`src/rtl/mouse_pkg.sv`:
```
// Shared constants and types for the mouse position tracker.
package mouse_pkg;
  localparam int MDELTA_W = 9;
  localparam int BTN_L = 0;
  localparam int BTN_R = 1;
  localparam int BTN_M = 2;

  typedef enum logic {IDLE, DRAG} drag_state_e;
endpackage

```
`src/rtl/mouse_pos_tracker_if.sv`:
```
// Movement-packet input, position load and cursor/button outputs of the tracker.
interface mouse_pos_tracker_if import mouse_pkg::*; #(parameter int POS_W = 14);
  logic                m_done_tick;
  logic [MDELTA_W-1:0] xm;
  logic [MDELTA_W-1:0] ym;
  logic [2:0]          btnm;
  logic                set_en;
  logic [POS_W-1:0]    set_x;
  logic [POS_W-1:0]    set_y;
  logic [POS_W-1:0]    pos_x;
  logic [POS_W-1:0]    pos_y;
  logic                upd;
  logic [2:0]          btn;
  logic [2:0]          btn_press;
  logic [2:0]          btn_release;
  logic                drag;

  modport master (
    output m_done_tick, xm, ym, btnm, set_en, set_x, set_y,
    input  pos_x, pos_y, upd, btn, btn_press, btn_release, drag
  );
  modport slave (
    input  m_done_tick, xm, ym, btnm, set_en, set_x, set_y,
    output pos_x, pos_y, upd, btn, btn_press, btn_release, drag
  );
endinterface

```
`src/rtl/mouse_pos_tracker_axis_accum.sv`:
```
// One axis: stage 1 scales the packet delta, stage 2 adds it with clamp or wrap.
module axis_accum import mouse_pkg::*; #(
  parameter int POS_W      = 14,
  parameter int MAX        = 6400,
  parameter int INIT       = 3200,
  parameter int GAIN_SHIFT = 1,
  parameter bit WRAP       = 1'b0,
  parameter bit INVERT     = 1'b0
) (
  input  logic                clk,
  input  logic                rst,
  input  logic                tick,
  input  logic                v1,
  input  logic                set_en,
  input  logic [MDELTA_W-1:0] delta,
  input  logic [POS_W-1:0]    set_val,
  output logic [POS_W-1:0]    pos
);
  // Wide enough for pos plus the largest scaled delta without any truncation.
  localparam int S_W = POS_W + GAIN_SHIFT + 11;
  localparam logic signed [S_W-1:0] MAX_S = S_W'(MAX);
  localparam logic signed [S_W-1:0] SPAN  = S_W'(MAX + 1);

  if ((256 << GAIN_SHIFT) > MAX + 1) begin : g_chk_span
    $error("axis_accum: scaled delta range exceeds MAX+1");
  end
  if (MAX >= (1 << POS_W)) begin : g_chk_max
    $error("axis_accum: MAX does not fit in POS_W");
  end
  if (INIT > MAX) begin : g_chk_init
    $error("axis_accum: INIT above MAX");
  end

  logic signed [S_W-1:0] sd_ext, sd, sum;
  logic [POS_W-1:0]      nxt;

  assign sd_ext = S_W'($signed(delta)) <<< GAIN_SHIFT;
  assign sum    = $signed({{(S_W-POS_W){1'b0}}, pos}) + sd;

  always_comb begin
    nxt = POS_W'(sum);
    if (sum < 0)
      nxt = WRAP ? POS_W'(sum + SPAN) : '0;
    else if (sum > MAX_S)
      nxt = WRAP ? POS_W'(sum - SPAN) : POS_W'(MAX);
  end

  always_ff @(posedge clk or posedge rst) begin
    if (rst) begin
      sd  <= '0;
      pos <= POS_W'(INIT);
    end else begin
      if (tick)
        sd <= INVERT ? -sd_ext : sd_ext;
      // A load overrides a stage-2 update landing on the same edge.
      if (set_en)
        pos <= (set_val > POS_W'(MAX)) ? POS_W'(MAX) : set_val;
      else if (v1)
        pos <= nxt;
    end
  end
endmodule

```
`src/rtl/mouse_pos_tracker.sv`:
```
// Cursor tracker: two axis accumulators, button edge decode and left-drag FSM.
module mouse_pos_tracker import mouse_pkg::*; #(
  parameter int POS_W      = 14,
  parameter int X_MAX      = 6400,
  parameter int Y_MAX      = 4800,
  parameter int X_INIT     = 3200,
  parameter int Y_INIT     = 2400,
  parameter int GAIN_SHIFT = 1,
  parameter bit WRAP       = 1'b0,
  parameter bit Y_INVERT   = 1'b1
) (
  input logic clk,
  input logic rst,
  mouse_pos_tracker_if.slave bus
);
  logic        v1;
  drag_state_e state, state_d;

  axis_accum #(
    .POS_W(POS_W), .MAX(X_MAX), .INIT(X_INIT),
    .GAIN_SHIFT(GAIN_SHIFT), .WRAP(WRAP), .INVERT(1'b0)
  ) u_x (
    .clk(clk), .rst(rst), .tick(bus.m_done_tick), .v1(v1), .set_en(bus.set_en),
    .delta(bus.xm), .set_val(bus.set_x), .pos(bus.pos_x)
  );

  axis_accum #(
    .POS_W(POS_W), .MAX(Y_MAX), .INIT(Y_INIT),
    .GAIN_SHIFT(GAIN_SHIFT), .WRAP(WRAP), .INVERT(Y_INVERT)
  ) u_y (
    .clk(clk), .rst(rst), .tick(bus.m_done_tick), .v1(v1), .set_en(bus.set_en),
    .delta(bus.ym), .set_val(bus.set_y), .pos(bus.pos_y)
  );

  always_ff @(posedge clk or posedge rst) begin
    if (rst) begin
      v1              <= 1'b0;
      bus.upd         <= 1'b0;
      bus.btn         <= '0;
      bus.btn_press   <= '0;
      bus.btn_release <= '0;
    end else begin
      v1      <= bus.m_done_tick;
      bus.upd <= v1 | bus.set_en;
      if (bus.m_done_tick) begin
        bus.btn         <= bus.btnm;
        bus.btn_press   <= bus.btnm & ~bus.btn;
        bus.btn_release <= ~bus.btnm & bus.btn;
      end else begin
        bus.btn_press   <= '0;
        bus.btn_release <= '0;
      end
    end
  end

  always_comb begin
    state_d = state;
    case (state)
      IDLE:    if (bus.btn_press[BTN_L])   state_d = DRAG;
      DRAG:    if (bus.btn_release[BTN_L]) state_d = IDLE;
      default: state_d = IDLE;
    endcase
  end

  always_ff @(posedge clk or posedge rst) begin
    if (rst) begin
      state    <= IDLE;
      bus.drag <= 1'b0;
    end else begin
      state    <= state_d;
      bus.drag <= (state_d == DRAG);
    end
  end
endmodule

```
`src/flat_wrapper.sv`:
```
// flat-port wrapper written by rule: the top's interface ports become plain ports
module mouse_pos_tracker_flat import mouse_pkg::*;
#(
  parameter int POS_W      = 14,
  parameter int X_MAX      = 6400,
  parameter int Y_MAX      = 4800,
  parameter int X_INIT     = 3200,
  parameter int Y_INIT     = 2400,
  parameter int GAIN_SHIFT = 1,
  parameter bit WRAP       = 1'b0,
  parameter bit Y_INVERT   = 1'b1
)
  (clk, rst, bus_m_done_tick, bus_xm, bus_ym, bus_btnm, bus_set_en, bus_set_x, bus_set_y, bus_pos_x, bus_pos_y, bus_upd, bus_btn, bus_btn_press, bus_btn_release, bus_drag);
  mouse_pos_tracker_if #(.POS_W(POS_W)) bus_i ();
  input logic clk;
  input logic rst;
  input wire logic [$bits(bus_i.m_done_tick)-1:0] bus_m_done_tick;
  input wire logic [$bits(bus_i.xm)-1:0] bus_xm;
  input wire logic [$bits(bus_i.ym)-1:0] bus_ym;
  input wire logic [$bits(bus_i.btnm)-1:0] bus_btnm;
  input wire logic [$bits(bus_i.set_en)-1:0] bus_set_en;
  input wire logic [$bits(bus_i.set_x)-1:0] bus_set_x;
  input wire logic [$bits(bus_i.set_y)-1:0] bus_set_y;
  output wire logic [$bits(bus_i.pos_x)-1:0] bus_pos_x;
  output wire logic [$bits(bus_i.pos_y)-1:0] bus_pos_y;
  output wire logic [$bits(bus_i.upd)-1:0] bus_upd;
  output wire logic [$bits(bus_i.btn)-1:0] bus_btn;
  output wire logic [$bits(bus_i.btn_press)-1:0] bus_btn_press;
  output wire logic [$bits(bus_i.btn_release)-1:0] bus_btn_release;
  output wire logic [$bits(bus_i.drag)-1:0] bus_drag;
  assign bus_i.m_done_tick = bus_m_done_tick;
  assign bus_i.xm = bus_xm;
  assign bus_i.ym = bus_ym;
  assign bus_i.btnm = bus_btnm;
  assign bus_i.set_en = bus_set_en;
  assign bus_i.set_x = bus_set_x;
  assign bus_i.set_y = bus_set_y;
  assign bus_pos_x = bus_i.pos_x;
  assign bus_pos_y = bus_i.pos_y;
  assign bus_upd = bus_i.upd;
  assign bus_btn = bus_i.btn;
  assign bus_btn_press = bus_i.btn_press;
  assign bus_btn_release = bus_i.btn_release;
  assign bus_drag = bus_i.drag;
  mouse_pos_tracker #(.POS_W(POS_W), .X_MAX(X_MAX), .Y_MAX(Y_MAX), .X_INIT(X_INIT), .Y_INIT(Y_INIT), .GAIN_SHIFT(GAIN_SHIFT), .WRAP(WRAP), .Y_INVERT(Y_INVERT)) u_core (.clk(clk), .rst(rst), .bus(bus_i));
endmodule
```
`config.mk`:
```
export PLATFORM = sky130hd
export DESIGN_NAME = mouse_pos_tracker_flat
export DESIGN_NICKNAME = d
export VERILOG_FILES = /design/src/rtl/mouse_pkg.sv /design/src/rtl/mouse_pos_tracker_if.sv /design/src/rtl/mouse_pos_tracker_axis_accum.sv /design/src/rtl/mouse_pos_tracker.sv /design/src/flat_wrapper.sv
export SDC_FILE = /design/constraint.sdc
export NUM_CORES = 1
export LEC_CHECK = 0
export ABC_AREA = 1
export CORE_MARGIN = 2
export CORE_UTILIZATION = 54
export CTS_CLUSTER_DIAMETER = 80
export CTS_CLUSTER_SIZE = 10
export DETAILED_ROUTE_END_ITERATION = 12
export GPL_TIMING_DRIVEN = 0
export PLACE_DENSITY = 0.86
export SLEW_MARGIN = 20
export SYNTH_ARGS = -nofsm -noshare
export SYNTH_HDL_FRONTEND = slang
export SYNTH_SLANG_ARGS = --single-unit
```
`constraint.sdc`:
```
create_clock -name clk -period 3 [get_ports clk]
set_clock_uncertainty 0.15 [all_clocks]
set_input_delay 0.9 -clock clk [delete_from_list [all_inputs] [get_ports clk]]
set_output_delay 0.9 -clock clk [all_outputs]
set_load 0.05 [all_outputs]
```
==> impl_metrics.env <==
export IMPL_status="finished clean"
export IMPL_syn_to_final_growth_pct=26.67
export IMPL_min_path_cells=1
export IMPL_num_rows=35
export IMPL_synth_top_family_by_area="simple AND/OR/NAND/NOR gates"
export IMPL_syn_nets=873
export IMPL_nets=979
export IMPL_cts_clk_slew_worst_paths_ps=80
export IMPL_syn_area_per_cell_um2=6.635
export IMPL_dieArea_um2=10500
export IMPL_reg2reg_depth=20
export IMPL_fin_crit_sh_pct=93.73
export IMPL_syn_area_um2=5235
export IMPL_dieHeight_um=102.5
export IMPL_antenna_found_initial=1
export IMPL_post_synth_xor_area_fraction_pct=2.175
export IMPL_setup_violations=0
export IMPL_yosysWarnings=0
export IMPL_synthFlopType="dfrtp_1"
export IMPL_setup_tns_ps=0
export IMPL_wl_per_cell_um=14.65
export IMPL_viasPerCell=5.313
export IMPL_grt_pass1_vias=4970
export IMPL_grt_first_pass_wirelength_um=24540
export IMPL_place_congestion=0.9999
export IMPL_cp_num_buf_inv=1
export IMPL_clk_latency_ps=360
export IMPL_synth_compound_area_share_pct=10.06
export IMPL_endpoint_kind="primary output"
export IMPL_num_antenna_cells=0
export IMPL_critPathLaunchType="register"
export IMPL_maxSlewViolCount=0
export IMPL_postCtsHoldBufs=0
export IMPL_port_buffers=91
export IMPL_worst_r2r_startpoint="u_core.u_x.pos[1]"
export IMPL_rsz0062_at_grt="yes"
export IMPL_ys_seq_area_share_pct=33.15
export IMPL_cp_cell_sequence="clkdlybuf4s50_1"
export IMPL_htreeDepth=3
export IMPL_syn_inst=789
export IMPL_min_to="u_core.bus.btn_press[1]"
export IMPL_drc=0
export IMPL_synth_edf_count=0
export IMPL_ant_nets=0
export IMPL_cts_made_buffers=9
export IMPL_grt_remaining_overflow=0
export IMPL_clockBufferDepth=2
export IMPL_rr_endpoint="u_core.u_x.pos[0]"
export IMPL_synth_top_cell_area_share_pct=29.64
export IMPL_synth_top_cell_by_area="dfrtp_1"
export IMPL_worst_slew_pin_slew_ps=650.9
export IMPL_worstPathMaxFanout=3
export IMPL_fp_dieW_um=102.5
export IMPL_first_pass_iters=6
export IMPL_slew_headroom_pct=56.60
export IMPL_cap_violations=0
export IMPL_max_stage_delay_ps=820
export IMPL_final_area_um2=6631
export IMPL_wl_um=15070
export IMPL_cpMaxStageDelayCell="clkdlybuf4s50_1"
export IMPL_async_flop_share_pct=100.0
export IMPL_path_class="reg2out"
export IMPL_timing_fmax_ghz=0.3556
export IMPL_crit_arrival_ps=1760
export IMPL_cts_tree="built"
export IMPL_synth_most_common_cell="nand2_1"
export IMPL_hpwl_um=11900
export IMPL_synth_ff_latch_count=69
export IMPL_power_density_nw_per_um2=481.4
export IMPL_p_leak_nw=3.458
export IMPL_clock_sinks=69
export IMPL_synth_commonest_cells="275 x nand2_1, 120 x inv_1, 62 x dfrtp_1, 62 x nand3_1, 61 x nor2_1"
export IMPL_cts_root_buf="clkbuf_8"
export IMPL_drive_above_1_share_pct=7.667
export IMPL_hp_start="u_core.bus.btn[1]"
export IMPL_final_hold_viol_count=0
export IMPL_max_vdd_ir_drop_mv=0.3655
export IMPL_grt_max_degree=60
export IMPL_grt_usage_pct=30.54
export IMPL_drtIter0Drc=446
export IMPL_muxShareOfSynthArea_pct=0
export IMPL_start_util_pct=56.12
export IMPL_pin_count=92
export IMPL_placed_area_um2=6337
export IMPL_yosysUniqueCellTypes=41
export IMPL_finish_utilization_pct=71.09
export IMPL_min_path_type="reg2reg"
export IMPL_rrSetupSlack_ps=220
export IMPL_synthAdderAreaFrac_pct=7.696
export IMPL_vias=5467
export IMPL_synth_simple_area_share_pct=37.28
export IMPL_cp_top_family="buffers and inverters"
export IMPL_period_minus_slack_ps=2812
export IMPL_synthTopCellsByArea="dfrtp_1 30%, nand2_1 20%, inv_1 8.6%"
export IMPL_coreArea_um2=9328
export IMPL_final_cells=1029
export IMPL_placedCellCount=1010
export IMPL_critPathRequiredTime_ps=1950
export IMPL_fill_cells=788
[flip-flops by register name, summed over array words and instances (netlist names)]
signal and flops:
u_core.bus.btn 3, u_core.bus.btn_press 3, u_core.bus.btn_release 3, u_core.bus.drag 1, u_core.bus.upd 1, u_core.u_x.pos 14, u_core.u_x.sd 9, u_core.u_y.pos 14
u_core.u_y.sd 20, u_core.v1 1
[cells in the final DEF (no fill, tap or decap), types with 2 or more instances in the layout]
cell	n
and2_1	2
nand3b_1	3
nor2_2	6
clkinv_1	2
nand2_2	11
o22ai_1	2
nand2_1	271
a22o_1	3
buf_4	3
a21oi_1	30
nand4_1	15
nand3_4	3
ha_1	29
nand3_2	2
xnor2_1	8
nand3_1	61
o21bai_1	10
inv_1	119
a31oi_1	2
o21bai_2	2
clkbuf_8	9
nor2_1	60
clkdlybuf4s50_1	91
bufinv_16	2
nor3_1	9
clkinv_4	4
inv_2	3
xor2_1	5
fa_2	2
nand2_4	2
o21ai_0	35
dfrtp_1	61
dfstp_2	7
nor2_4	2
clkbuf_1	8
[cell type report]
cell class | count | area (µm²) | area share (%)
flip-flops and latches | 69 | 1737 | 26.19
clock buffers | 9 | 123.9 | 1.868
clock inverters | 7 | 100.1 | 1.509
well taps | 129 | 161.4 | 2.434
multi-input cells | 586 | 3042 | 45.87
repair buffers | 95 | 960.9 | 14.49
inverters | 125 | 471.7 | 7.113
plain buffers | 9 | 35.03 | 0.5283
[timing repair]
action	4_1_cts	5_1_grt
setup buffers	0	3
resized for setup	2	11
pin swaps	0	1
endpoints found under the setup margin	6	22
hold endpoints to repair	0	0
[power by group]
part	internal, mW	leakage [nW]	switching (mW)
Sequential	1.02	0.846	0.0866
Combinational	0.427	2.50	0.779
Clock	0.472	0.113	0.409
Total	1.92	3.46	1.27
[cell families after synthesis]
kind of cell | after synthesis
flip-flops | 69
buffers and inverters | 134
XOR/XNOR | 13
adder cells (fa/ha/maj) | 31
AND/OR/NAND/NOR | 451
AO/OA/AOI/OAI | 91
[stage by stage]
step / hold WS, ps / total power [mW] / setup slack, ps
after floorplan: 295.9 / 1.906 / 141.0
after global placement: 286.7 / 2.259 / -919.1
after detailed placement: 288.8 / 2.278 / -213.9
after CTS: 313.3 / 3.144 / 14.76
after global routing: 325.3 / 3.372 / -34.74
final: 310.4 / 3.193 / 188.0
[worst max-delay path by stage]
stage	startpoint	endpoint	cells after the start
5_1_grt	u_core.u_x.pos[1]	u_core.u_x.pos[0]	20
2_1_floorplan	u_core.u_x.pos[1]	u_core.u_x.pos[0]	20
4_1_cts	u_core.u_x.pos[1]	u_core.u_x.pos[0]	20
3_5_place_dp	bus_set_y[0]	u_core.u_y.pos[10]	9
6_report	u_core.u_y.pos[11]	bus_pos_y[11]	1
3_3_place_gp	rst	u_core.u_y.pos[0]	2
[layer usage]
layer | wire, µm | GRT usage (%) | up-vias
met1 | 6991 | 44.81 | 2508
li1 | - | - | 2718
met3 | 1181 | 6.293 | 21
met4 | 193 | 6.769 | 2
met5 | 13 | 0 | -
met2 | 6689 | 46.66 | 218
Power figures use the tool's default switching activity.
==> RTL edit 1, RTL diff (config.mk and constraints unchanged) <==
Set the package constant `MDELTA_W` to 18 (it was 9).
--- a/src/rtl/mouse_pkg.sv
+++ b/src/rtl/mouse_pkg.sv
@@ -1,6 +1,6 @@
 // Shared constants and types for the mouse position tracker.
 package mouse_pkg;
-  localparam int MDELTA_W = 9;
+  localparam int MDELTA_W = 18;
   localparam int BTN_L = 0;
   localparam int BTN_R = 1;
   localparam int BTN_M = 2;
Interface: changed (resized bus_xm and bus_ym); port bits go from 92 to 110. The function was not compared with the original's and may differ.
==> RTL edit 1 against the unedited design <==
Hold slack worse by 0.019 ns. Cell count is 10% higher. Sequential share of layout area is 1.7 points higher. Register-to-register slack got worse by 0.05 ns. Power rose by 4.0%. Setup slack worse by 0.024 ns. Die area grew 12%. Final area rose by 13%. Area after synthesis up 12%. Wire length is 6.5% higher. Sequential cell count is 14 higher. Critical endpoint is now bus_pos_y[8]. Highest routed layer is now met4.
==> RTL edit 1: results <==
group,metric,value,unit
grt,met2_usage,49.9,%
worst_setup_path,r2r_slack,0.17,ns
synth,netlist-cell-type-count,38,
synth,synth_compound_area_share,9.90,%
grt,grt_max_degree,34,
power_and_ir_drop,power.leakage,3.76,nW
grt,antenna_found_initial,0,
synth,ys_warn_count,0,
power_and_ir_drop,switchingPower,1.27,mW
detailed_routing,met2_length,7810,um
place,placed_cell_area,7160,um^2
layout,drive_gt1_share,7.33,%
detailed_routing,vias,6104,
detailed_routing,wl_per_cell,14.1,um
detailed_routing,top_layer,"met4",
cts,cts_resized,0,
grt,grt_pass1_vias,5667,
layout,biggestRegsByFlops,"u_core.u_y.sd: 25 flops, u_core.u_x.sd: 18 flops",
detailed_routing,wl_met3,938,um
detailed_routing,dr.pass1.iters,5,
worst_setup_path,timing.rr.end,"u_core.u_y.pos[7]$_DFFE_PP0P_",
synth,synth_xor_area_share,3.73,%
power_and_ir_drop,ir_drop,0.238,mV
power_and_ir_drop,pwr-share-comb,35.2,%
cts,insertion_delay,0.38,ns
worst_setup_path,reg2reg_from,"u_core.u_y.pos[1]$_DFFE_PP0P_",
worst_hold_path,hold_end,"u_core.bus.drag$_DFF_PP0_",
worst_setup_path,r2r_cells,13,
grt,gr-usage-all-layers,28.7,%
power_and_ir_drop,power.total,3.32,mW
place,place_congestion,0.964,
place,hpwl,12700,um
power_and_ir_drop,clkPwrFrac,25.2,%
synth,synth_fp_nets,966,
detailed_routing,met1_length,6690,um
cts,clk_pin_slew,0.10,ns
grt,use_met1,35.1,%
sta,worst_slew_pin_slew,0.835,ns
detailed_routing,drt_iter0_drc,361,
worst_setup_path,setup.worst_path.start,"u_core.u_y.pos[8]$_DFFE_PP1P_",
synth,yosysSeqAreaShare,35.6,%
grt,met3_usage,4.40,%
sta,holdWs,0.291,ns
worst_setup_path,critPathMaxStageDelay,0.81,ns
synth,ys_top_cells_by_area,"dfrtp_1 32%, nand2_1 19%, inv_1 7.0%, nand3_1 6.7%, ha_1 5.8%",
worst_setup_path,endpoint,"bus_pos_y[8]",
grt,grt_pass1_wl,25900,um
synth,synthAdderAreaFrac,6.44,%
worst_hold_path,hold_start,"u_core.bus.btn_release[0]$_DFF_PP0_",
layout,fin_nets,1091,
synth,synthTopCellsByCount,"291 x nand2_1, 110 x inv_1, 78 x nand3_1",
outcome,status,"complete, no violations",
RTL edit 1: cell count changes after synthesis, sizes merged, moves of 3 or more:
cell    change
a21oi      +11
o22ai       -3
a32oi       +6
o21ai       +6
nor3        +4
dfrtp      +14
nand3      +14
clkbuf      +5
o21bai      -8
nand2      +16
xor2       +13
nor2       +11
inv        -12
RTL edit 1: cell type report:
class	instances	area (um^2)
plain buffers	15	58.8
clock buffers	9	124
clock inverters	7	75.1
fillers	911	3210
inverters	112	424
multi-input cells	656	3390
flip-flops and latches	83	2090
well taps	140	175
repair buffers	114	1150
RTL edit 1: stage by stage:
stage,TNS (ns),std cells,worst slack [ns],utilization (%)
finish,0,1136,0.164,70.0
floorplan,0,866,0.155,-
CTS,0,1132,0.0446,68.8
global route,-0.0203,1136,-0.0194,70.0
detailed placement,-2.48,1116,-0.347,67.0
global placement,-1.14,1114,-0.225,66.6
==> RTL edit 2, RTL diff (same flow settings) <==
Made on the original files. Reset style: synchronous (`rst`), changed in 3 clocked blocks.
--- a/src/rtl/mouse_pos_tracker_axis_accum.sv
+++ b/src/rtl/mouse_pos_tracker_axis_accum.sv
@@ -45,7 +45,7 @@
       nxt = WRAP ? POS_W'(sum - SPAN) : POS_W'(MAX);
   end
 
-  always_ff @(posedge clk or posedge rst) begin
+  always_ff @(posedge clk) begin
     if (rst) begin
       sd  <= '0;
       pos <= POS_W'(INIT);
--- a/src/rtl/mouse_pos_tracker.sv
+++ b/src/rtl/mouse_pos_tracker.sv
@@ -32,7 +32,7 @@
     .delta(bus.ym), .set_val(bus.set_y), .pos(bus.pos_y)
   );
 
-  always_ff @(posedge clk or posedge rst) begin
+  always_ff @(posedge clk) begin
     if (rst) begin
       v1              <= 1'b0;
       bus.upd         <= 1'b0;
@@ -62,7 +62,7 @@
     endcase
   end
 
-  always_ff @(posedge clk or posedge rst) begin
+  always_ff @(posedge clk) begin
     if (rst) begin
       state    <= IDLE;
       bus.drag <= 1'b0;
Check against the original RTL: differs if rst is asserted again (counterexample within 4 cycles, from zero or initial values and one cycle with rst high); with rst held inactive, the same outputs for 10 cycles.
==> RTL edit 2 against the unedited design <==
Wire length up 0.72%. Setup slack got worse by 0.14 ns. Sequential cell count unchanged. Critical endpoint is now u_core.u_y.pos[2]$_SDFFE_PP0P_. Area after synthesis is 4.5% lower. Power down 15%. Sequential power shrank 6%. Largest power group is now registers. Highest routed layer is now met4. Final area is 3.0% lower.
==> RTL edit 2: results <==
group,metric,value,unit
outcome,status,"complete, no violations",
place,placed_cell_area,6040,um^2
synth,synthArstFlopShare,0,%
worst_setup_path,cp_max_fo,5,
grt,use_met1,43.8,%
grt,grt_max_degree,14,
synth,netlist-cell-type-count,37,
place,place_congestion,1.02,
grt,grt_pass1_vias,4983,
worst_hold_path,hold_start,"u_core.bus.btn_release[0]$_SDFF_PP0_",
worst_setup_path,timing.rr.end,"u_core.u_y.pos[2]$_SDFFE_PP0P_",
detailed_routing,wl_met3,1510,um
floorplanning,die_x,100,um
sta,slew_headroom,59.6,%
worst_setup_path,slowest_stage,"fa_2",
worst_setup_path,critPathMaxStageDelay,0.40,ns
grt,grt_pass1_wl,23900,um
worst_hold_path,hold_end,"u_core.bus.drag$_SDFF_PP0_",
detailed_routing,top_layer,"met4",
detailed_routing,met1_length,7040,um
synth,ys_top_cells_by_area,"dfxtp_1 28%, nand2_1 18%, inv_1 8.0%, nor2_1 7.5%, ha_1 7.3%",
worst_setup_path,cpLargestDelayFamily,"simple AND/OR/NAND/NOR gates",
place,io_buffers,90,
power_and_ir_drop,clk-power,785,uW
grt,met2_usage,43.9,%
[RTL edit 2: changes by cell type after synthesis, sizes merged, moves of 5 or more]
| cell | delta |
|---|---|
| o21bai | -8 |
| a32oi | +8 |
| a21oi | +16 |
| dfxtp | +69 |
| nor2 | +37 |
| dfrtp | -62 |
| nand2 | -40 |
| inv | -12 |
| nand3b | +5 |
| o21ai | +6 |
| dfstp | -7 |
| clkbuf | +7 |
[RTL edit 2: logic make-up after synthesis]
family                   synth area share, %
AND/OR/NAND/NOR                         38.6
adder cells (fa/ha/maj)                 8.06
flip-flops                              27.6
AO/OA/AOI/OAI                           13.4
XOR/XNOR                                2.63
buffers and inverters                   9.69
[RTL edit 2: final cells by class]
| class | instances | share of cell area, % |
|---|---|---|
| multi-input cells | 613 | 51.0 |
| flip-flops and latches | 69 | 21.6 |
| repair buffers | 95 | 14.6 |
| inverters | 111 | 6.48 |
| well taps | 111 | 2.16 |
| clock buffers | 10 | 1.98 |
| clock inverters | 6 | 1.13 |
| plain buffers | 17 | 1.09 |
[RTL edit 2: worst max path at each step]
stage | to
after floorplan | u_core.u_y.pos[0]$_SDFFE_PP0P_
after global placement | u_core.u_x.pos[5]$_SDFFE_PP0P_
after detailed placement | u_core.u_x.pos[5]$_SDFFE_PP0P_
after CTS | u_core.u_y.pos[0]$_SDFFE_PP0P_
after global routing | u_core.u_y.pos[2]$_SDFFE_PP0P_
final | u_core.u_y.pos[2]$_SDFFE_PP0P_
[RTL edit 2: stage by stage]
step           setup TNS [ns]  total power [mW]  hold WS (ns)  util, %
3_5_place_dp            -8.46              1.89         0.278     66.3
4_1_cts                     0              2.66         0.291     68.8
2_1_floorplan               0              1.61         0.299        -
3_3_place_gp            -8.09              1.88         0.279     66.3
5_1_grt                -0.162              2.85         0.327     70.6
6_report                    0              2.72         0.291     70.6
